**src/rtl/load_store_unit.sv**
```systemverilog
// Load/store unit between the execute stage and a word-addressed data memory.
// Loads are combinational (sign/zero-extended), SW is a single write, and
// SB/SH become a read cycle followed by a merged whole-word write. Misaligned,
// malformed or out-of-range requests are blocked and reported as a fault.
module load_store_unit #(
  parameter int DEPTH_WORDS = 64
) (
  input  logic        clk,
  input  logic        rst,
  input  logic        mem_req,
  input  logic        mem_we,
  input  logic [2:0]  funct3,
  input  logic [31:0] addr,
  input  logic [31:0] wdata,
  output logic        stall,
  output logic [31:0] load_data,
  output logic        fault,
  output logic [31:0] fault_addr,
  output logic        dm_memread,
  output logic        dm_memwrite,
  output logic [31:0] dm_address,
  output logic [31:0] dm_write_data,
  input  logic [31:0] dm_rdata
);

  localparam logic [29:0] DEPTH_LIMIT = 30'(DEPTH_WORDS);

  typedef enum logic {
    IDLE,
    MERGE
  } state_t;

  state_t      state, state_nxt;
  logic        illegal;
  logic        fault_cond;
  logic        take_merge;
  logic [7:0]  byte_sel;
  logic [15:0] half_sel;
  logic [31:0] load_ext;
  logic [31:0] merged;
  logic [29:0] merge_idx;
  logic [31:0] merge_word;

  // Legality of the presented request: width encoding, store-only limits, alignment, range.
  always_comb begin
    illegal = 1'b0;
    case (funct3)
      3'b000:  illegal = 1'b0;
      3'b001:  illegal = addr[0];
      3'b010:  illegal = (addr[1:0] != 2'b00);
      3'b100:  illegal = mem_we;
      3'b101:  illegal = mem_we | addr[0];
      default: illegal = 1'b1;
    endcase
    if (addr[31:2] >= DEPTH_LIMIT) illegal = 1'b1;
  end

  // Lane selection and extension of the memory word for loads.
  always_comb begin
    case (addr[1:0])
      2'b00:   byte_sel = dm_rdata[7:0];
      2'b01:   byte_sel = dm_rdata[15:8];
      2'b10:   byte_sel = dm_rdata[23:16];
      default: byte_sel = dm_rdata[31:24];
    endcase
    half_sel = addr[1] ? dm_rdata[31:16] : dm_rdata[15:0];
    case (funct3)
      3'b000:  load_ext = {{24{byte_sel[7]}}, byte_sel};
      3'b001:  load_ext = {{16{half_sel[15]}}, half_sel};
      3'b100:  load_ext = {24'h0, byte_sel};
      3'b101:  load_ext = {16'h0, half_sel};
      default: load_ext = dm_rdata;
    endcase
  end

  // Read word with the addressed byte or halfword replaced by store data.
  always_comb begin
    merged = dm_rdata;
    if (funct3[1:0] == 2'b00) merged[{addr[1:0], 3'b000} +: 8] = wdata[7:0];
    else                      merged[{addr[1], 4'b0000} +: 16] = wdata[15:0];
  end

  // Next-state and output decode; memory strobes are forced off during reset.
  always_comb begin
    state_nxt     = state;
    stall         = 1'b0;
    load_data     = 32'h0;
    dm_memread    = 1'b0;
    dm_memwrite   = 1'b0;
    dm_address    = 32'h0;
    dm_write_data = 32'h0;
    take_merge    = 1'b0;
    fault_cond    = 1'b0;
    case (state)
      IDLE: begin
        if (mem_req && illegal) begin
          fault_cond = 1'b1;
        end else if (mem_req) begin
          dm_address = {addr[31:2], 2'b00};
          if (!mem_we) begin
            dm_memread = 1'b1;
            load_data  = load_ext;
          end else if (funct3 == 3'b010) begin
            dm_memwrite   = 1'b1;
            dm_write_data = wdata;
          end else begin
            dm_memread = 1'b1;
            stall      = 1'b1;
            take_merge = 1'b1;
            state_nxt  = MERGE;
          end
        end
      end
      MERGE: begin
        dm_memwrite   = 1'b1;
        dm_address    = {merge_idx, 2'b00};
        dm_write_data = merge_word;
        state_nxt     = IDLE;
      end
      default: state_nxt = IDLE;
    endcase
    if (rst) begin
      dm_memread  = 1'b0;
      dm_memwrite = 1'b0;
    end
  end

  // State register.
  always_ff @(posedge clk) begin
    if (rst) state <= IDLE;
    else     state <= state_nxt;
  end

  // Fault reporting and the latched read-modify-write word.
  always_ff @(posedge clk) begin
    if (rst) begin
      fault      <= 1'b0;
      fault_addr <= 32'h0;
      merge_idx  <= 30'h0;
      merge_word <= 32'h0;
    end else begin
      fault <= fault_cond;
      if (fault_cond) fault_addr <= addr;
      if (take_merge) begin
        merge_idx  <= addr[31:2];
        merge_word <= merged;
      end
    end
  end

endmodule

```
**config.mk**
```make
export PLATFORM = sky130hd
export DESIGN_NAME = load_store_unit
export DESIGN_NICKNAME = d
export VERILOG_FILES = /design/src/rtl/load_store_unit.sv
export SDC_FILE = /design/constraint.sdc
export NUM_CORES = 1
export LEC_CHECK = 0
export CORE_AREA = 8 8 125 127
export CTS_CLUSTER_DIAMETER = 200
export DETAILED_ROUTE_END_ITERATION = 10
export DIE_AREA = 0 0 133 135
export GPL_TIMING_DRIVEN = 0
export PLACE_DENSITY_LB_ADDON = 0.15
export SYNTH_ARGS = -nofsm -noshare
export SYNTH_HDL_FRONTEND = slang
export SYNTH_SLANG_ARGS = --single-unit
```
**constraint.sdc**
```tcl
create_clock -name clk -period 6.6 [get_ports clk]
set_input_delay 0.99 -clock clk [delete_from_list [all_inputs] [get_ports clk]]
set_output_delay 0.99 -clock clk [all_outputs]
set_load 0.03 [all_outputs]
```
Word level (Yosys, flattened, before mapping)
Cells that the tools add are included.

word-level totals
  flip-flop bits (word level) = 96
  bits in latches = 0
  RAM bits = 0
  ROM bits = 0
  input bits = 103
  memories = 0

cells by class
  add/sub/neg operators = 2
  multipliers = 0
  divide/modulo/power cells = 0
  magnitude comparators = 1
  equal/unequal tests = 6
  shifts and indexed selects = 4
  mux-type cells = 39
  bitwise gates (word level) = 2
  reductions and logical operators = 5

operator list
  cell                     count
  $mux 32                  11
  $pmux 32 s2              2
  $pmux 32 s4              1
  $bwmux 32                2
  $shift 16x7->32 const A  1
  $shift 8x7->32 const A   1
  $shiftx 16x7->32         1
  $shiftx 8x7->32          1
  $ge 30x7->1 const B      1
  $pmux 8 s3               1
  $mux 1                   18
  $mux 16                  1
  $neg 5->7                2
  $eq 3x3->1 const B       2
  $pmux 1 s5               1
  $logic_not 2->1          2
  $pmux 1 s2               2
  $eq 3x1->1 const B       1
  $eq 3x2->1 const B       1
  $logic_not 3->1          1
  $eq 2x1->1 const B       1
  $eq 2x2->1 const B       1
  $reduce_bool 2->1        1
  $logic_and 1x1->1        1
  2 further kinds          2

Depth between registers and ports, before layout
Gate-level depths: netlist of the first run.

  depth after elaboration = 7
  mapped depth = 10

Worst setup path before layout of the first run
Ideal clock, no wire load.

  path kind = input port to output port
  start = input addr[1]
  end = output load_data[27]
  data arrival time = 3.616 ns
  required time = 5.610 ns
  path slack = 1.994 ns
  cell stages on the path = 10
  path buffers = 4
  path through = clkbuf_1 > buf_2 > clkinv_1 > ha_1 > clkbuf_1 > a22oi_1 > a221oi_1 > o21bai_1 > buf_2 > a211oi_1

between the ends
  cells in the longest elaborated chain, start to end = 7
  elaborated cells between the ends (all ways) = 14

RTL lines
  what                                      line  text
  start, declared                           13    input logic [31:0] addr,
  $eq 2x2->1, or another cell as far along  60    case (addr[1:0])
  $pmux 8 s3                                60
  $pmux 32 s4                               67    case (funct3)
  $mux 32                                   100   if (!mem_we) begin
  $mux 32                                   98    end else if (mem_req) begin
  $mux 32 *                                 96    if (mem_req && illegal) begin
  $mux 32 *                                 94    case (state)
  end, declared                             16    output logic [31:0] load_data,

Every way passes the cells marked *; elsewhere a longest branch is shown, timed or not.

Final worst setup path of the first run
  start = input addr[1]
  end = output load_data[30]

The elaborated chain is that of the path after synthesis.

==> results of run 1 <==
[per-layer routing]
| metal | track usage [%] | vias to the layer above | part of all wire (%) |
|---|---|---|---|
| met5 | 0 | - | 0 |
| met4 | 13.31 | 0 | 4.2 |
| met3 | 6.426 | 71 | 8.8 |
| met2 | 43.67 | 381 | 46 |
| met1 | 33.10 | 3565 | 41 |
| li1 | - | 3523 | - |
[metrics by stage]
stage	hold WS (ps)	instances	power, uW	setup slack, ps	cell area [um2]
after floorplan	451.3	806	776.3	1994	6731
after global placement	457.5	1217	929.1	683.9	9269
after detailed placement	461.8	1217	930.7	601.4	9269
after CTS	471.8	1233	1495	593.5	9594
after global routing	480.6	1233	1545	388.3	9594
final	469.9	1233	1494	538.3	9594
[cells in the final DEF (no fill, tap or decap), types with 10 or more instances in the layout]
cell             netlist  final
nand2_1               40     40
a22oi_1               23     23
nand3b_1              17     17
nor2_1                32     32
a221oi_1              17     17
o311ai_1              11     11
dfxtp_1               96     96
a211o_1               16     16
and2_1                24     24
o21ai_0               19     19
a211oi_2              10     10
a22o_1                13     13
o21bai_1              10     10
buf_2                 14     14
nor2b_1               45     45
a21oi_1               10     10
clkdlybuf4s50_1        0    231
nand2b_1              39     39
mux2i_1               46     46
inv_1                 23     23
nand3_1               26     26
a32o_1                32     32
nor3b_1               35     35
clkbuf_1              63     63
nand4_1               34     34
[Yosys cell counts (13+ instances only)]
cell | count | area (um2)
o21ai_0 | 19 | 95.09
nor3b_1 | 35 | 262.8
a32o_1 | 32 | 320.3
nand4_1 | 34 | 212.7
nand3b_1 | 17 | 127.6
and2_1 | 24 | 150.1
a22oi_1 | 23 | 172.7
dfxtp_1 | 96 | 1922
a221oi_1 | 17 | 148.9
inv_1 | 23 | 86.33
nand2b_1 | 39 | 244.0
mux2i_1 | 46 | 460.4
nand2_1 | 40 | 150.1
nor2b_1 | 45 | 281.5
nor2_1 | 32 | 120.1
buf_2 | 14 | 70.07
clkbuf_1 | 63 | 236.5
a22o_1 | 13 | 113.9
a211o_1 | 16 | 140.1
nand3_1 | 26 | 130.1
[worst max-delay path, delay by kind of cell]
| family | cells | cell delay (ps) |
|---|---|---|
| AOI/OAI and AO/OA | 4 | 970 |
| buffers and inverters | 7 | 2790 |
| adders and majority gates | 1 | 300 |
[state kept, by name, indices dropped and copies added, names as in the netlist]
signal	flops
fault	1
fault_addr	32
merge_word	32
merge_idx	30
state	1
[power breakdown]
part           total (uW)  leakage (uW)  switching, uW  internal, uW
Sequential            600      0.000780           8.03           592
Clock                 568      0.000158            261           307
Combinational         325       0.00262            183           143
Total                1490       0.00356            452          1040
[area by class of cell]
cell class	instances	area (um2)	area share (%)
buffer	95	426.7	4.447
clock buffer	9	225.2	2.347
clock inverter	7	100.1	1.043
inverter	25	93.84	0.9781
multi-input combinational	590	4289	44.71
sequential	96	1922	20.03
tap	180	225.2	2.347
timing repair buffer	231	2312	24.10
[cell families after synthesis]
logic type / count (synthesis) / share of synthesized area, %
buffers and inverters: 120 / 7.737
and+or+nand+nor: 326 / 29.20
muxes: 55 / 8.350
adders and majority gates: 5 / 0.9299
AOI/OAI and AO/OA: 202 / 25.16
other: 1 / 0.05574
DFF: 96 / 28.57
[worst paths after layout]
path / to / slack (ps)
worst max-delay path: load_data[30] / 540
worst min register to register: merge_idx[6]$_SDFFE_PP0P_ / 470
worst max register to register: fault_addr[15]$_SDFFE_PP0P_ / 4360
worst min-delay path: merge_idx[6]$_SDFFE_PP0P_ / 470
==> flow_summary.ini, run 1 <==
[layout]
final_core_util_pct = 70.48
nets = 1156
drive_above_1_share_pct = 5.413
fillers = 1143
n_antenna_cell = 0
area_delta_synth_final_pct = 42.61

[global_route]
grt_overflow = 0
grt_pass1_wl_mm = 39.70
grt_antenna_before_repair = 0
grt_pass1_vias = 7374
grt_max_degree = 20
grt_use_total_pct = 27.04

[setup_path]
reg2reg_from = state$_SDFF_PP0_
path_cells = clkdlybuf4s50_1 -> clkbuf_1 -> buf_2 -> clkinv_1 -> ha_1 -> clkbuf_1 -> a22oi_1 -> a221oi_1 -> o21bai_1 -> buf_2 -> a211oi_1 -> clkdlybuf4s50_1
critical_path_class = input port to primary output
endpoint_kind = primary output
cp-startpoint = addr[1]
cp_slowest_cell = clkdlybuf4s50_1
slowest_delay_ps = 640
cp-start-kind = input port
crit_required_ps = 5610
r2r_cells = 6
critical_path_peak_fanout = 10
arrival_ps = 5070

[logic_synthesis]
synthDistinctLibCells = 60
synth-warning-count = 0
syn-cell-area_um2 = 6728
netlist_instances = 805
syn_avg_cell_area_um2 = 8.357
synthFlopType = dfxtp_1
yosysSeqAreaShare_pct = 28.57
ys_async_sr_fraction_pct = 0
synth-seq-cells = 96
synth_enable_flop_cells = 0

[clock_network]
cts_max_level = 3
cts_root_buffer = clkbuf_16
hold_buffers = 0
cts.repair_timing.setup_buffer_count = 0
clkTransAtPathRegs_ps = 70
cts_buffers = 9
cts_tree = done
clk_latency_ps = 350
cts_sinks = 96
cts_buffer_depth = 2
cts_resized = 0

[power_and_ir_drop]
power_per_cell_area_nw_per_um2 = 155.7
power.static_leakage_uw = 0.003563
peakVddDrop_mv = 0.1065

[sta]
slew_viol_final = 0
fin_tns_setup_ps = 0
finalClockSkew_ps = 6.313
fin_crit_ps = 6062
rsz0062_at_grt = no
tightest_slew_ps = 798.8
hold_viol = 0
min_period_over_period_pct = 91.84
max_freq_mhz = 165.0
relSlewSlack_pct = 46.34
setup_viol = 0

[routing]
via_per_inst = 6.115
routedWlPerCell_um = 20.64
drt-pass1-iter-count = 7
num_vias = 7540
drc = 0
final_antenna_net_count = 0
drtIter0Drc = 770
wirelength_mm = 25.45

[placement]
dp.final_hpwl_mm = 19.48
finalWeightedCongestion = 0.9321
place.port_buffers = 231

[job]
cap_viol_max_count = 0

[worst_hold_path]
min-delay-start = merge_idx[6]$_SDFFE_PP0P_
hp-class = flip-flop to flip-flop
min_path_cells = 1

[floorplanning]
die_area_um2 = 17960
boundaryPins = 235
rows = 43
start_util_pct = 49.43
dieHeight_um = 135
coreArea_um2 = 13610
die_w_um = 133

[run_status]
status = finished, final reports clean
(Power assumes the default switching activity.)
==> inputs of run 2 (changes only) <==
--- a/config.mk
+++ b/config.mk
@@ -5,10 +5,10 @@
 export SDC_FILE = /design/constraint.sdc
 export NUM_CORES = 1
 export LEC_CHECK = 0
-export CORE_AREA = 8 8 125 127
+export CORE_AREA = 8 8 148 150
 export CTS_CLUSTER_DIAMETER = 200
 export DETAILED_ROUTE_END_ITERATION = 10
-export DIE_AREA = 0 0 133 135
+export DIE_AREA = 0 0 156 158
 export GPL_TIMING_DRIVEN = 0
 export PLACE_DENSITY_LB_ADDON = 0.15
 export SYNTH_ARGS = -nofsm -noshare
==> flow_summary.ini, run 2 (synthesis gave the netlist of run 1 again) <==
[sta]
min_period_over_period_pct = 94.32
setup_viol = 0
fin_crit_ps = 6225
rsz0062_at_grt = no
finalClockSkew_ps = 9.793
relSlewSlack_pct = 39.87
max_freq_mhz = 160.6
slew_viol_final = 0
fin_tns_setup_ps = 0
tightest_slew_ps = 895.1
hold_viol = 0

[global_route]
grt_use_total_pct = 22.07
grt_pass1_wl_mm = 42.17
grt_antenna_before_repair = 2
grt_max_degree = 22
grt_overflow = 0
grt_pass1_vias = 7208

[worst_hold_path]
hp-class = flip-flop to flip-flop
min_path_cells = 1
hold_end = merge_idx[24]$_SDFFE_PP0P_
min-delay-start = merge_idx[24]$_SDFFE_PP0P_

[routing]
routedWlPerCell_um = 21.29
drtIter0Drc = 641
final_antenna_net_count = 0
num_vias = 7429
drt-pass1-iter-count = 6
via_per_inst = 5.607
wirelength_mm = 28.21
drc = 0

[floorplanning]
coreArea_um2 = 19710
rows = 52
boundaryPins = 235
start_util_pct = 34.13
die_area_um2 = 24650
die_w_um = 156
dieHeight_um = 158

[setup_path]
arrival_ps = 5240
r2r_slack_ps = 4330
slowest_delay_ps = 640
cp_top_family = buffers and inverters
critical_path_class = input port to primary output
critical_path_peak_fanout = 10
r2r-end = fault_addr[23]$_SDFFE_PP0P_
cp_slowest_cell = clkdlybuf4s50_1
cp.buffers_inverters = 7
endpoint_kind = primary output
r2r_cells = 6
path_cells = clkdlybuf4s50_1 -> clkbuf_1 -> buf_2 -> clkinv_1 -> ha_1 -> clkbuf_1 -> a22oi_1 -> a221oi_1 -> o21bai_1 -> buf_2 -> a211oi_1 -> clkdlybuf4s50_1
cp-start-kind = input port
crit_cells = 12
reg2reg_from = state$_SDFF_PP0_
crit_required_ps = 5610

[power_and_ir_drop]
p_int_uw = 1010
p_clk_share_pct = 37.5
power.share.sequential_pct = 40.3
combPwrFrac_pct = 22.2
swShare_pct = 32.04
power.static_leakage_uw = 0.003556
peakVddDrop_mv = 0.1260
p_sw_uw = 476.1
power_per_cell_area_nw_per_um2 = 153.2

[clock_network]
cts.repair_timing.setup_buffer_count = 0
cts_sinks = 96
cts_resized = 0
cts_buffers = 9
cts_tree = done
clkTransAtPathRegs_ps = 80
hold_buffers = 0
cts_buffer_depth = 2
cts_max_level = 3
cts_root_buffer = clkbuf_16
clk_latency_ps = 360

[layout]
final_cell_mix = 231 x clkdlybuf4s50_1, 96 x dfxtp_1, 63 x clkbuf_1
nets = 1156
drive_above_1_share_pct = 5.413
reg_top3 = fault_addr (32), merge_word (32), merge_idx (30)
fin_area_um2 = 9698
area_delta_synth_final_pct = 44.15
final_core_util_pct = 49.19
stdcell_count = 1325
final_common_cell = clkdlybuf4s50_1

[placement]
dp.final_hpwl_mm = 21.64
finalWeightedCongestion = 0.8831
place.port_buffers = 231
placed_cell_area_um2 = 9382
place_inst = 1307

[job]
cap_viol_max_count = 0

[run_status]
status = finished, final reports clean
## run 2: worst max path at each step
| stage | start | endpoint | slack [ps] |
|---|---|---|---|
| after global placement | addr[1] | load_data[30] | 470 |
| final | addr[1] | load_data[30] | 370 |
| after CTS | addr[1] | load_data[30] | 440 |
| after global routing | addr[1] | load_data[29] | 110 |
| after detailed placement | addr[1] | load_data[30] | 440 |
| after floorplan | addr[1] | load_data[27] | 1990 |
## run 2: power groups by stage
stage / Combinational, uW / Sequential, uW / Clock, uW
final: 330 / 600 / 557
after floorplan: 138 / 638 / 0
after global placement: 325 / 613 / 0
after CTS: 327 / 600 / 569
after global routing: 351 / 601 / 591
after detailed placement: 325 / 613 / 0
## run 2: cell type report
| class | count | area [um2] |
|---|---|---|
| Timing Repair Buffer | 231 | 2312 |
| Multi-Input combinational cell | 590 | 4289 |
| Antenna cell | 2 | 5.005 |
| Sequential cell | 96 | 1922 |
| Clock buffer | 9 | 225.2 |
| Clock inverter | 7 | 86.33 |
| Fill cell | 1980 | 10020 |
| Buffer | 95 | 426.7 |
| Inverter | 25 | 93.84 |
| Tap cell | 270 | 337.8 |
## run 2: per-stage QoR
| step | power, uW | worst slack [ps] | hold slack [ps] |
|---|---|---|---|
| 6_report | 1486 | 374.9 | 470.0 |
| 5_1_grt | 1543 | 111.9 | 483.3 |
| 4_1_cts | 1496 | 435.9 | 473.0 |
| 3_5_place_dp | 938.2 | 444.9 | 461.6 |
| 3_3_place_gp | 938.4 | 465.8 | 457.5 |
| 2_1_floorplan | 776.3 | 1994 | 451.3 |
## run 2: per-layer routing
layer  track usage (%)  wire [um]
met1             27.70      12270
met2             36.19      13130
met3             5.760       2205
met4             7.070        605
met5                 0          0
==> inputs of run 3 (changes only) <==
--- a/config.mk
+++ b/config.mk
@@ -11,6 +11,7 @@
 export DIE_AREA = 0 0 156 158
 export GPL_TIMING_DRIVEN = 0
 export PLACE_DENSITY_LB_ADDON = 0.15
+export SKIP_LAST_GASP = 1
 export SYNTH_ARGS = -nofsm -noshare
 export SYNTH_HDL_FRONTEND = slang
 export SYNTH_SLANG_ARGS = --single-unit
==> results of run 3 <==
The final DEF is identical to that of run 2; final timing and power are the same.
==> RTL edit 1: new RTL, flow settings as in run 2 <==
Register the output `fault_addr` once more, cleared by the reset; this adds one clock of latency there. The other outputs are not delayed to match.
--- a/src/rtl/load_store_unit.sv
+++ b/src/rtl/load_store_unit.sv
@@ -29,6 +29,8 @@
     IDLE,
     MERGE
   } state_t;
+
+  logic [31:0] fault_addr_s0;
 
   state_t      state, state_nxt;
   logic        illegal;
@@ -135,12 +137,12 @@
   always_ff @(posedge clk) begin
     if (rst) begin
       fault      <= 1'b0;
-      fault_addr <= 32'h0;
+      fault_addr_s0 <= 32'h0;
       merge_idx  <= 30'h0;
       merge_word <= 32'h0;
     end else begin
       fault <= fault_cond;
-      if (fault_cond) fault_addr <= addr;
+      if (fault_cond) fault_addr_s0 <= addr;
       if (take_merge) begin
         merge_idx  <= addr[31:2];
         merge_word <= merged;
@@ -148,5 +150,13 @@
     end
   end
 
+  always_ff @(posedge clk) begin
+    if (rst) begin
+      fault_addr <= '0;
+    end else begin
+      fault_addr <= fault_addr_s0;
+    end
+  end
+
 endmodule
 
Formal check against the unedited RTL: not equivalent (Yosys sat finds a counterexample within 4 cycles, from zero or initial values and one cycle with rst high).
==> RTL edit 1 against run 2 <==
  * Sequential cell count up 32
  * Final cell count up 6.9%
  * Non-clock buffer count up 2
  * Largest power group is now the clock network
  * Register-to-register slack better by 0.24 ns
  * Synthesized area up 9.6%
  * Wire length down 0.54%
  * Power up 39%
  * Die area unchanged
  * Worst setup slack better by 0.63 ns
  * Sequential share of layout area up 4.3 points
  * Design area up 9.5%
  * Global-route usage about the same
==> RTL edit 1: results <==
[setup_path]
timing.rr.start = "state"
critPathTopFamily = "buffers and inverters"
r2r_setup_slack_ns = 4.57
critPathMaxFanout = 11
critical_path_class = "input pin to output pin"
critPathLaunch = "addr[1]"
slowest_delay_ns = 0.77
worstPathArrival_ns = 4.61
critPathSlowestCell = "clkdlybuf4s50_1"

[global_route]
grt_max_degree = 17
grt_pass1_wl_um = 42470
antenna_found_initial = 0
grt_use_total = 0.2210
grt_pass1_vias = 7493

[logic_synthesis]
yosysSeqAreaShare = 0.3475
synth_common_cells = "128 x dfxtp_1, 72 x nand2_1, 67 x nand3_1"
synthArstFlopShare = 0
synth_warnings = 0
ys_types = 58
synth_edf_count = 0
ys_top_cells_by_area = "dfxtp_1 35%, mux2i_1 6.2%, and2_1 4.8%"

[clocking]
cts_hold_buf = 0
cts-buffers-inserted = 17
clk_path_buf_depth = 2
ctsResizeCount = 0
cts-htree-levels = 4
path_clk_slew_ns = 0.06
clk_latency_ns = 0.42
cts_setup_buffers = 0
clock-root-buffer = "clkbuf_16"

[cells_and_area]
reg.largest.list = "fault_addr x32, fault_addr_s0 x32, merge_word x32"
diodes = 0
drive_gt1_frac = 0.07155
final_nets = 1241
nFillCells = 1889

[power_and_ir_drop]
ir_drop_uv = 188.1
power.leakage_uw = 0.003937
internal_power_uw = 1513

[placement]
place_ws_ns = 1.114
numPortBuffers = 229
dp_hpwl_um = 21600
place_congestion = 0.9007

[detailed_routing]
num_vias = 7821
totalWireLength_um = 28060
first_pass_iters = 5
drtIter0Drc = 661

[sta]
setup_ws_ns = 1.001
maxSlewHeadroom = 0.3447
finClkSkew_ns = 0.005264
fin_hold_ws_ns = 0.4474

[worst_hold_path]
min-delay-start = "merge_idx[11]"
hp-class = "register to register"

[status]
status = "complete, no violations"
## RTL edit 1: worst paths after layout
check | to | cells after the start
setup / recovery | dm_write_data[2] | 10
hold / removal | merge_idx[11] | 1
setup reg to reg | fault_addr_s0[8] | 6
hold reg to reg | merge_idx[11] | 1
## RTL edit 1: layer usage
metal | GRT usage | vias to the layer above | share of wire
met4 | 0.07394 | 0 | 0.020
met2 | 0.3608 | 288 | 0.46
met1 | 0.2877 | 3730 | 0.45
met5 | 0 | - | 0
li1 | - | 3752 | -
met3 | 0.04122 | 51 | 0.061
## RTL edit 1: kinds of logic (layout without fill, tap and decap cells)
logic type                 count (synthesis)  count (layout)  synth area share
buffers and inverters                    106             367           0.06379
and+or+nand+nor                          411             411            0.3229
other                                      1               2         0.0005085
muxes                                     55              55           0.07618
DFF                                      128             128            0.3475
adders and majority gates                  5               5          0.008483
AOI/OAI and AO/OA                        178             178            0.1807
## RTL edit 1: through the flow
step	utilization	cells	cell area, um2
after CTS	0.5385	1416	10620
after global routing	0.5385	1416	10620
final	0.5385	1416	10620
after detailed placement	0.5077	1384	10010
after global placement	0.5077	1384	10010
after floorplan	-	885	7378
## RTL edit 1: power by group through the flow
| stage | logic [uW] | clock network (uW) | registers, uW |
|---|---|---|---|
| after floorplan | 146 | 0 | 828 |
| after global placement | 308 | 0 | 812 |
| after detailed placement | 308 | 0 | 812 |
| after CTS | 310 | 977 | 795 |
| after global routing | 334 | 1010 | 797 |
| final | 314 | 962 | 795 |
## RTL edit 1: layout make-up
cell class | instances | share of cell area
clock inverter | 13 | 0.01450
timing repair buffer | 229 | 0.2159
sequential | 128 | 0.2414
clock buffer | 19 | 0.04267
multi-input combinational | 651 | 0.4094
inverter | 7 | 0.002475
buffer | 99 | 0.04184
tap | 270 | 0.03182
==> RTL edit 2: new RTL, settings of run 2 <==
Made on the original files. Set the parameter `DEPTH_WORDS` to 32 (it was 64).
--- a/src/rtl/load_store_unit.sv
+++ b/src/rtl/load_store_unit.sv
@@ -3,7 +3,7 @@
 // SB/SH become a read cycle followed by a merged whole-word write. Misaligned,
 // malformed or out-of-range requests are blocked and reported as a fault.
 module load_store_unit #(
-  parameter int DEPTH_WORDS = 64
+  parameter int DEPTH_WORDS = 32
 ) (
   input  logic        clk,
   input  logic        rst,
Function: changed (a bounded check fails within 4 cycles, from zero or initial values and one cycle with rst high).
==> RTL edit 2 against run 2 <==
  * Wire length fell by 2.1%
  * Register-to-register slack improved by 0.05 ns
  * Design area shrank 3.6%
  * First-iteration DRC count is 5.5% lower
  * Worst setup slack improved by 0.30 ns
  * Hold slack got worse by 0.020 ns
  * Power shrank 0.56%
  * Non-clock buffer count is 3 lower
  * Synthesized area is 5.3% lower
  * Sequential cell count unchanged
  * Final cell count up 2.4%
  * Highest routed layer is now met5
==> RTL edit 2: results <==
[clocking]
clk_latency_ns = 0.35
cts_setup_buffers = 0
clock-root-buffer = "clkbuf_16"
path_clk_slew_ns = 0.07

[status]
status = "complete, no violations"

[global_route]
antenna_found_initial = 1
grt_max_degree = 19
grt_pass1_wl_um = 41170
grtUsageMet3 = 0.05214
grt_pass1_vias = 7094
grt_use_total = 0.2156
use_met1 = 0.2738
met2_usage = 0.3569

[cells_and_area]
drive_gt1_frac = 0.04324
reg.largest.list = "fault_addr x32, merge_word x32, merge_idx x30"
diodes = 0
final_nets = 1190

[detailed_routing]
m1WireLength_um = 12120
wl_met3_um = 2297
drtIter0Drc = 606
wl_met2_um = 12760
routed.top_layer = "met5"
via_per_inst = 5.355
totalWireLength_um = 27600
first_pass_iters = 5

[setup_path]
critPathSlowestCell = "clkdlybuf4s50_1"
critPathMaxFanout = 10
worstPathArrival_ns = 4.93
critPathLaunch = "addr[1]"
slowest_delay_ns = 0.68

[placement]
place_congestion = 0.8955
numPortBuffers = 232
dp_hpwl_um = 21370

[logic_synthesis]
ys_top_cells_by_area = "dfxtp_1 30%, mux2i_1 8.3%, nand2_1 6.7%"
synthMuxAreaShare = 0.08500
synth-compound-area-share = 0.2409
synthAdderAreaFrac = 0.009815
yosysSeqAreaShare = 0.3015
ys_types = 55
synth_common_cells = "113 x nand2_1, 96 x dfxtp_1, 74 x clkbuf_1"

[worst_hold_path]
min-delay-start = "merge_idx[16]"
hp-class = "register to register"

[sta]
maxSlewHeadroom = 0.5088
finClkSkew_ns = 0.01639

[power_and_ir_drop]
ir_drop_uv = 110.6
power.leakage_uw = 0.003255
-- RTL edit 2: changes by cell type in the layout (fill, tap and decap cells not counted), sizes merged, moves of 19 or more --
| cell | run 2 | this run |
|---|---|---|
| a21oi | 10 | 33 |
| nor3 | 3 | 22 |
| nor3b | 35 | 0 |
| o21ai | 19 | 55 |
| nor2b | 45 | 12 |
| and2 | 24 | 52 |
| nand2 | 40 | 113 |
| o211ai | 0 | 19 |
| nand2b | 39 | 6 |
| inv | 28 | 8 |
| a32o | 32 | 5 |
| nand3 | 26 | 69 |
-- RTL edit 2: area by class of cell --
class                      count  area (um2)
clock buffer                   9       225.2
fill                        2039       10360
inverter                       6       22.52
multi-input combinational    646        4058
timing repair buffer         232        2322
clock inverter                 7       87.58
sequential                    96        1922
tap                          270       337.8
buffer                        91       375.4
-- RTL edit 2: where the power goes --
group	internal, uW	switching, uW	total [uW]
registers	592	7.76	600
logic	140	187	327
clock network	301	249	551
total	1030	444	1480
-- RTL edit 2: through the flow --
| stage | instances | worst slack, ns | total power (uW) | cell area (um2) | hold slack (ns) |
|---|---|---|---|---|---|
| global placement | 1341 | 0.6809 | 936.7 | 9037 | 0.4331 |
| global route | 1357 | 0.3809 | 1537 | 9350 | 0.4621 |
| floorplan | 839 | 2.124 | 773.6 | 6377 | 0.4209 |
| CTS | 1357 | 0.7159 | 1490 | 9350 | 0.4565 |
| detailed placement | 1341 | 0.7343 | 935.5 | 9037 | 0.4351 |
| finish | 1357 | 0.6766 | 1478 | 9350 | 0.4503 |
-- RTL edit 2: worst paths after layout --
kind,cells past startpoint,endpoint,slack [ns]
min,1,merge_idx[16],0.45
min reg2reg,1,merge_idx[16],0.45
max,11,dm_address[3],0.68
max reg2reg,6,merge_word[29],4.38
